`src/rtl/rrobin_pkg.sv`:
```
// Shared types and sizing helpers for the round-robin arbiter slice.
package rrobin_pkg;

   typedef enum logic {
      IDLE  = 1'b0,
      GRANT = 1'b1
   } state_e;

   localparam int unsigned DEF_N        = 4;
   localparam int unsigned DEF_MAX_HOLD = 1;

   // Bits needed to hold values 0..count-1, never less than one.
   function automatic int unsigned idx_width(input int unsigned count);
      return (count > 1) ? $clog2(count) : 1;
   endfunction

endpackage

```
`src/rtl/rr_pick.sv`:
```
// Combinational rotating-priority picker: first set bit of req & ~excl,
// scanning upward from start and wrapping at N.
module rr_pick
   import rrobin_pkg::*;
#(
   parameter int unsigned N  = DEF_N,
   parameter int unsigned IW = idx_width(N)
) (
   input  logic [N-1:0]  req_i,
   input  logic [IW-1:0] start_i,
   input  logic [N-1:0]  excl_i,
   output logic          found_o,
   output logic [IW-1:0] idx_o
);

   logic [N-1:0]  cand;
   logic [IW-1:0] pos;

   always_comb begin
      cand    = req_i & ~excl_i;
      found_o = 1'b0;
      idx_o   = '0;
      pos     = '0;
      for (int unsigned k = 0; k < N; k++) begin
         pos = IW'((32'(start_i) + k) % N);
         if (!found_o && cand[pos]) begin
            found_o = 1'b1;
            idx_o   = pos;
         end
      end
   end

endmodule

```
`src/rtl/rrobin_arb_n.sv`:
```
// N-channel round-robin arbiter with registered grant and a per-owner hold
// budget of MAX_HOLD cycles while other channels are waiting.
module rrobin_arb_n
   import rrobin_pkg::*;
#(
   parameter int unsigned N        = DEF_N,
   parameter int unsigned MAX_HOLD = DEF_MAX_HOLD
) (
   input  logic                 clock,
   input  logic                 reset,
   input  logic [N-1:0]         ir,
   output logic [N-1:0]         ack,
   output logic [$clog2(N)-1:0] ack_id,
   output logic                 busy
);

   localparam int unsigned   IW       = idx_width(N);
   localparam int unsigned   HW       = idx_width(MAX_HOLD + 1);
   localparam logic [HW-1:0] HOLD_MAX = HW'(MAX_HOLD);

   state_e        state_q, state_d;
   logic [N-1:0]  req_q;
   logic [IW-1:0] ptr_q, ptr_d;
   logic [HW-1:0] hold_q, hold_d;
   logic [N-1:0]  ack_q, ack_d;
   logic [IW-1:0] id_q, id_d;
   logic          busy_q, busy_d;

   logic [N-1:0]  owner_mask;
   logic [N-1:0]  others;
   logic          owner_req;
   logic [IW-1:0] start;
   logic [N-1:0]  excl;
   logic          pick_found;
   logic [IW-1:0] pick_idx;

   assign owner_mask = N'(1) << ptr_q;
   assign owner_req  = |(req_q & owner_mask);
   assign others     = req_q & ~owner_mask;
   assign start      = (ptr_q == IW'(N - 1)) ? '0 : ptr_q + IW'(1);
   // Masking the owner only matters when its hold budget is spent; when the
   // owner is not requesting the mask is a no-op, and in IDLE ptr is eligible.
   assign excl       = (state_q == GRANT) ? owner_mask : '0;

   rr_pick #(
      .N  (N),
      .IW (IW)
   ) u_pick (
      .req_i   (req_q),
      .start_i (start),
      .excl_i  (excl),
      .found_o (pick_found),
      .idx_o   (pick_idx)
   );

   always_comb begin
      state_d = state_q;
      ptr_d   = ptr_q;
      hold_d  = hold_q;
      if (req_q == '0) begin
         state_d = IDLE;
         hold_d  = '0;
      end else begin
         state_d = GRANT;
         if (state_q == GRANT && owner_req && (others == '0 || hold_q < HOLD_MAX)) begin
            if (hold_q < HOLD_MAX) begin
               hold_d = hold_q + HW'(1);
            end
         end else if (pick_found) begin
            ptr_d  = pick_idx;
            hold_d = HW'(1);
         end
      end
      ack_d  = (state_d == GRANT) ? (N'(1) << ptr_d) : '0;
      id_d   = (state_d == GRANT) ? ptr_d : '0;
      busy_d = (state_d == GRANT);
   end

   always_ff @(posedge clock) begin
      if (reset) begin
         state_q <= IDLE;
         req_q   <= '0;
         ptr_q   <= IW'(N - 1);
         hold_q  <= '0;
         ack_q   <= '0;
         id_q    <= '0;
         busy_q  <= 1'b0;
      end else begin
         state_q <= state_d;
         req_q   <= ir;
         ptr_q   <= ptr_d;
         hold_q  <= hold_d;
         ack_q   <= ack_d;
         id_q    <= id_d;
         busy_q  <= busy_d;
      end
   end

   assign ack    = ack_q;
   assign ack_id = id_q;
   assign busy   = busy_q;

endmodule

```
`config.mk`:
```
export PLATFORM = sky130hd
export DESIGN_NAME = rrobin_arb_n
export DESIGN_NICKNAME = d
export VERILOG_FILES = /design/src/rtl/rrobin_pkg.sv /design/src/rtl/rr_pick.sv /design/src/rtl/rrobin_arb_n.sv
export SDC_FILE = /design/constraint.sdc
export NUM_CORES = 1
export LEC_CHECK = 0
export CORE_MARGIN = 3
export CORE_UTILIZATION = 51
export CTS_BUF_LIST = sky130_fd_sc_hd__clkbuf_8
export DETAILED_ROUTE_END_ITERATION = 6
export GPL_TIMING_DRIVEN = 0
export PLACE_DENSITY = 0.82
export SLEW_MARGIN = 20
export SYNTH_ARGS = -nofsm -noshare
export SYNTH_HDL_FRONTEND = slang
export SYNTH_HIERARCHICAL = 1
export SYNTH_SLANG_ARGS = --single-unit
export TNS_END_PERCENT = 5
```
`constraint.sdc`:
```
create_clock -name clock -period 6.2 [get_ports clock]
set_input_delay 1.24 -clock clock [delete_from_list [all_inputs] [get_ports clock]]
set_output_delay 1.24 -clock clock [all_outputs]
set_load 0.005 [all_outputs]
```
==> results of run 1 <==
==> worst min-delay path by stage <==
| stage | endpoint | slack [ns] | depth (start not counted) |
|---|---|---|---|
| 2_1_floorplan | hold_q$_SDFFE_PP0P_ | 0.51 | 1 |
| 3_3_place_gp | hold_q$_SDFFE_PP0P_ | 0.53 | 1 |
| 3_5_place_dp | hold_q$_SDFFE_PP0P_ | 0.53 | 1 |
| 4_1_cts | hold_q$_SDFFE_PP0P_ | 0.54 | 1 |
| 5_1_grt | hold_q$_SDFFE_PP0P_ | 0.56 | 1 |
| 6_report | hold_q$_SDFFE_PP0P_ | 0.54 | 1 |
==> synth_stat cells (3+ instances only) <==
library cell / instances
dfxtp_1: 14
mux2i_1: 8
nor2_1: 7
nand3_1: 6
ha_1: 5
inv_1: 5
nand2_1: 5
nor2b_1: 5
and2_1: 4
and2b_1: 3
==> state kept, by name, indices dropped and copies added, names as in the netlist <==
| signal | cells |
|---|---|
| req_q | 4 |
| hold_q | 1 |
| busy | 1 |
| ack | 4 |
| ptr_q | 2 |
| ack_id | 2 |
==> final cells by class <==
cell class | count | area (um^2)
multi-input combinational | 64 | 538
inverter | 5 | 18.8
sequential | 14 | 280
timing repair buffer | 11 | 110
tap | 16 | 20.0
fill | 126 | 514
buffer | 2 | 18.8
clock buffer | 3 | 41.3
==> per-stage QoR <==
step	hold WS [ns]	instances	setup slack, ns	area, um^2	utilization (%)
detailed placement	0.529	112	3.92	986	64.0
CTS	0.541	115	3.79	1030	66.6
finish	0.540	115	3.81	1030	66.6
floorplan	0.510	85	4.25	856	-
global route	0.563	115	3.74	1030	66.6
global placement	0.527	112	3.97	986	64.0
==> routing by layer <==
layer,up-vias,track usage (%),wire length (um)
met3,4,3.07,66
met4,0,10.5,30
li1,323,-,-
met5,-,0,0
met2,15,29.5,839
met1,296,21.3,683
==> power by group through the flow <==
stage	logic, W	clock network [W]	registers, W
finish	0.0000892	0.0000705	0.000111
global route	0.0000985	0.0000763	0.000113
CTS	0.0000897	0.0000726	0.000111
detailed placement	0.0000893	0	0.000113
global placement	0.0000864	0	0.000113
floorplan	0.0000637	0	0.000112
==> cell families (layout without fill, tap and decap cells) <==
| kind of cell | Yosys count | in the layout | synth area share [%] |
|---|---|---|---|
| DFF | 14 | 14 | 32.7 |
| and+or+nand+nor | 38 | 38 | 27.5 |
| adders and majority gates | 5 | 5 | 7.31 |
| buffers and inverters | 7 | 21 | 4.39 |
| AOI/OAI and AO/OA | 13 | 13 | 18.7 |
| muxes | 8 | 8 | 9.36 |
==> flow_summary.json, run 1 <==
{
  "hold_path.class": "reg2reg",
  "final_hold_viol_count": 0,
  "grt_max_degree": 11,
  "skew_ns": 0.00246,
  "hpwl_um": 1290,
  "drc": 0,
  "power_switching_w": 0.0000825,
  "r2r_start": "ptr_q[0]$_SDFF_PP1_",
  "synthesis.instances": 85,
  "io_buffers": 11,
  "yosysWarnings": 6,
  "layout-drive-gt1-share_pct": 17.2,
  "post-cts-setup-buffers": 0,
  "synth_area_um2": 856,
  "switching_share_pct": 30.4,
  "synth_edf_count": 0,
  "cp-endpoint": "busy",
  "postRouteAntennaNets": 0,
  "critPathLaunch": "busy$_SDFF_PP0_",
  "setup_viol": 0,
  "cts_tree": "yes",
  "wl_per_cell_um": 14.1,
  "gp_congestion": 0.829,
  "overflow": 0,
  "r2r_end": "ack_id[1]$_SDFF_PP0_",
  "boundaryPins": 13,
  "critPathSlowestCell": "clkdlybuf4s50_1",
  "routed-via-count": 638,
  "clock_sinks": 14,
  "hp-start": "hold_q$_SDFFE_PP0P_",
  "clock.fmax_mhz": 418,
  "wl_um": 1620,
  "ctsResizeCount": 0,
  "max-cap-violations": 0,
  "drt_iter0_drc": 8,
  "path_class": "reg2out",
  "yosys-top-cells-area": "dfxtp_1, mux2i_1, ha_1, nor2b_1, nand3_1",
  "syn_to_final_growth_pct": 20.0,
  "avgSynthCellArea_um2": 10.1,
  "fin_crit_ns": 2.39,
  "cts_hold_buf": 0,
  "drv_slew": 0,
  "tightest_slew_ns": 0.577,
  "grt_pass1_wl_um": 2750,
  "pwr-share-clk_pct": 26.0,
  "yosysTopAreaCellShare_pct": 32.7,
  "period_share_pct": 38.6,
  "start_kind": "flop",
  "power_frac_seq_pct": 41.1,
  "grt_setup_unrepaired": "false",
  "dieHeight_um": 47.0,
  "yosysSeqAreaShare_pct": 32.7,
  "status": "finished, final reports clean",
  "internal-power_w": 0.000189,
  "end_kind": "output pin",
  "cp.arrival_ns": 1.15,
  "crit_chain": "clkdlybuf4s50_1",
  "start_util_pct": 55.5,
  "critical_path_depth": 1,
  "leakage_nw": 0.422,
  "die_width_um": 47.0,
  "critical-path-max-stage-delay_ns": 0.52,
  "synth_cell_types": 28,
  "synth_flop_cell": "dfxtp_1",
  "synthesis.nets": 96,
  "yosys.area.top_type": "dfxtp_1",
  "r2r_cells": 8,
  "required_ns": 4.96,
  "grt_pass1_vias": 643,
  "fin_setup_tns_ns": 0,
  "total_power_w": 0.000271,
  "antenna_found_initial": 0,
  "ir_drop_v": 0.000245,
  "ys_ff_latch": 14,
  "insertion_delay_ns": 0.24,
  "final_common_cell": "dfxtp_1",
  "layout_common_cells": "dfxtp_1, clkdlybuf4s50_1, mux2i_1",
  "combPwrFrac_pct": 32.9,
  "insertedDiodeCount": 0,
  "r2r_slack_ns": 3.91,
  "max-slew-margin-rel_pct": 61.4,
  "path_buf_inv": 1,
  "die_area_um2": 2210,
  "grt_use_total_pct": 17.8,
  "critPathTopFamily": "buffers and inverters",
  "viasPerCell": 5.55,
  "coreArea_um2": 1540,
  "clockRootBuffer": "clkbuf_8",
  "critPathMaxFanout": 6,
  "clk_pin_slew_ns": 0.05,
  "ctsHtreeMaxLevel": 1,
  "async_flop_share_pct": 0,
  "cts_buffers": 3,
  "powerDensity_nw_per_um2": 264,
  "layout.nets": 112,
  "drt_pass1_iterations": 4,
  "fp-row-count": 14,
  "clockBufferDepth": 2
}
(Power assumes the default switching activity.)
==> run 2, diff against run 1 <==
--- a/config.mk
+++ b/config.mk
@@ -6,7 +6,7 @@
 export NUM_CORES = 1
 export LEC_CHECK = 0
 export CORE_MARGIN = 3
-export CORE_UTILIZATION = 51
+export CORE_UTILIZATION = 49
 export CTS_BUF_LIST = sky130_fd_sc_hd__clkbuf_8
 export DETAILED_ROUTE_END_ITERATION = 6
 export GPL_TIMING_DRIVEN = 0
==> constraint.sdc (replaced) <==
create_clock -name clock -period 1.98 [get_ports clock]
set_input_delay 0.396 -clock clock [delete_from_list [all_inputs] [get_ports clock]]
set_output_delay 0.396 -clock clock [all_outputs]
set_load 0.005 [all_outputs]
==> flow_summary.json, run 2 (synthesis gave the netlist of run 1 again) <==
{
  "status": "finished, final reports clean",
  "tightest_slew_ns": 0.536,
  "boundaryPins": 13,
  "coreArea_um2": 1580,
  "insertedDiodeCount": 0,
  "die_area_um2": 2280,
  "utilization_pct": 73.3,
  "io_buffers": 11,
  "r2r_start": "ptr_q[0]$_SDFF_PP1_",
  "final_common_cell": "dfxtp_1",
  "wl_um": 1830,
  "drt_pass1_iterations": 4,
  "routed-via-count": 675,
  "dp_cells": 112,
  "clockRootBuffer": "clkbuf_8",
  "cts_buffers": 3,
  "required_ns": 2.11,
  "hold_slack_ns": 0.353,
  "setup_viol": 0,
  "hold_path.class": "in2reg",
  "fin_crit_ns": 1.86,
  "drc": 0,
  "finalNonFillerCells": 120,
  "postRouteAntennaNets": 0,
  "viasPerCell": 5.63,
  "fp-row-count": 14,
  "grt_pass1_wl_um": 2840,
  "end_kind": "flop",
  "antenna_found_initial": 0,
  "cp-endpoint": "ack[2]$_SDFF_PP0_",
  "wl_per_cell_um": 15.3,
  "insertion_delay_ns": 0.24,
  "period_share_pct": 93.9,
  "critPathLaunch": "ptr_q[0]$_SDFF_PP1_",
  "r2r_end": "ack[2]$_SDFF_PP0_",
  "ctsHtreeMaxLevel": 1,
  "layout-drive-gt1-share_pct": 34.6,
  "syn_to_final_growth_pct": 34.9,
  "cts_tree": "yes",
  "max-cap-violations": 0,
  "drt_iter0_drc": 11,
  "grt_pass1_vias": 613,
  "r2r_slack_ns": 0.12,
  "r2r_cells": 8,
  "place_area_um2": 986,
  "path_class": "reg2reg",
  "layout.nets": 116,
  "leakage_nw": 0.454,
  "dieHeight_um": 47.8,
  "clock.fmax_mhz": 538,
  "drv_slew": 0,
  "skew_ns": 0.00328,
  "critPathMaxFanout": 7,
  "start_kind": "flop",
  "clockBufferDepth": 2,
  "overflow": 0,
  "layout_common_cells": "dfxtp_1, clkdlybuf4s50_1, mux2i_1",
  "grt_use_total_pct": 17.8,
  "ir_drop_v": 0.000628,
  "die_width_um": 47.8,
  "clk_pin_slew_ns": 0.06,
  "final_area_um2": 1150,
  "gp_congestion": 0.852,
  "fin_setup_tns_ns": 0,
  "max-slew-margin-rel_pct": 64.0,
  "start_util_pct": 54.3,
  "grt_setup_unrepaired": "false",
  "final_hold_viol_count": 0,
  "cp.arrival_ns": 1.99,
  "hpwl_um": 1270,
  "clock_sinks": 14,
  "grt_max_degree": 11,
  "powerDensity_nw_per_um2": 853
}
run 2: changes by cell type in the layout (fill, tap and decap cells not counted), sizes merged:
cell and delta:
clkbuf +1, buf +4
run 2: critical path, cell delays in order (launching register included):
cell and delay [ns]:
dfxtp_4 0.37, buf_4 0.15, ha_4 0.17, and2_4 0.14, nor2b_4 0.19, o221ai_1 0.17, a21oi_2 0.32, nand3b_1 0.16
mux2i_1 0.07
run 2: per-layer routing:
metal | up-vias | part of all wire (%) | track usage [%]
met5 | - | 0 | 0
met4 | 0 | 2.1 | 4.84
met3 | 4 | 2.5 | 4.51
met2 | 14 | 53 | 29.6
met1 | 326 | 42 | 22.8
li1 | 331 | - | -
run 2: layout make-up:
type	instances	area [um^2]
buffer	2	18.8
tap	16	20.0
fill	106	422
multi-input combinational	64	602
sequential	14	288
inverter	5	18.8
timing repair buffer	15	153
clock buffer	4	55.1
run 2: how the worst min path moves through the flow:
stage               depth (start not counted)  slack [ns]             endpoint           startpoint
finish                                      2        0.35  req_q[2]$_SDFF_PP0_                reset
global route                                2        0.35  req_q[3]$_SDFF_PP0_                reset
CTS                                         2        0.36  req_q[2]$_SDFF_PP0_                reset
detailed placement                          1        0.54  hold_q$_SDFFE_PP0P_  hold_q$_SDFFE_PP0P_
global placement                            1        0.53  hold_q$_SDFFE_PP0P_  hold_q$_SDFFE_PP0P_
floorplan                                   1        0.51  hold_q$_SDFFE_PP0P_  hold_q$_SDFFE_PP0P_
run 2: through the flow:
step / total power, W / setup WS [ns]
2_1_floorplan: 0.000549 / 0.0278
3_3_place_gp: 0.000622 / -0.223
3_5_place_dp: 0.000636 / -0.324
4_1_cts: 0.000932 / 0.0129
5_1_grt: 0.00104 / 0.0152
6_report: 0.000985 / 0.121
run 2: report_power, final:
part           leakage [nW]  total (W)  switching, W  internal, W
clock                0.0288   0.000275     0.0000994     0.000176
sequential            0.116   0.000351     0.0000329     0.000318
combinational         0.309   0.000358      0.000172     0.000186
total                 0.454   0.000985      0.000305     0.000681
run 2: repair_timing:
| action | 4_1_cts | 5_1_grt |
|---|---|---|
| endpoints found under the hold margin | 0 | 0 |
| gates resized for setup | 7 | 13 |
| pin swaps | 1 | 3 |
| buffers inserted | 1 | 3 |
| endpoints found under the setup margin | 8 | 8 |
| hold buffers | 0 | 0 |
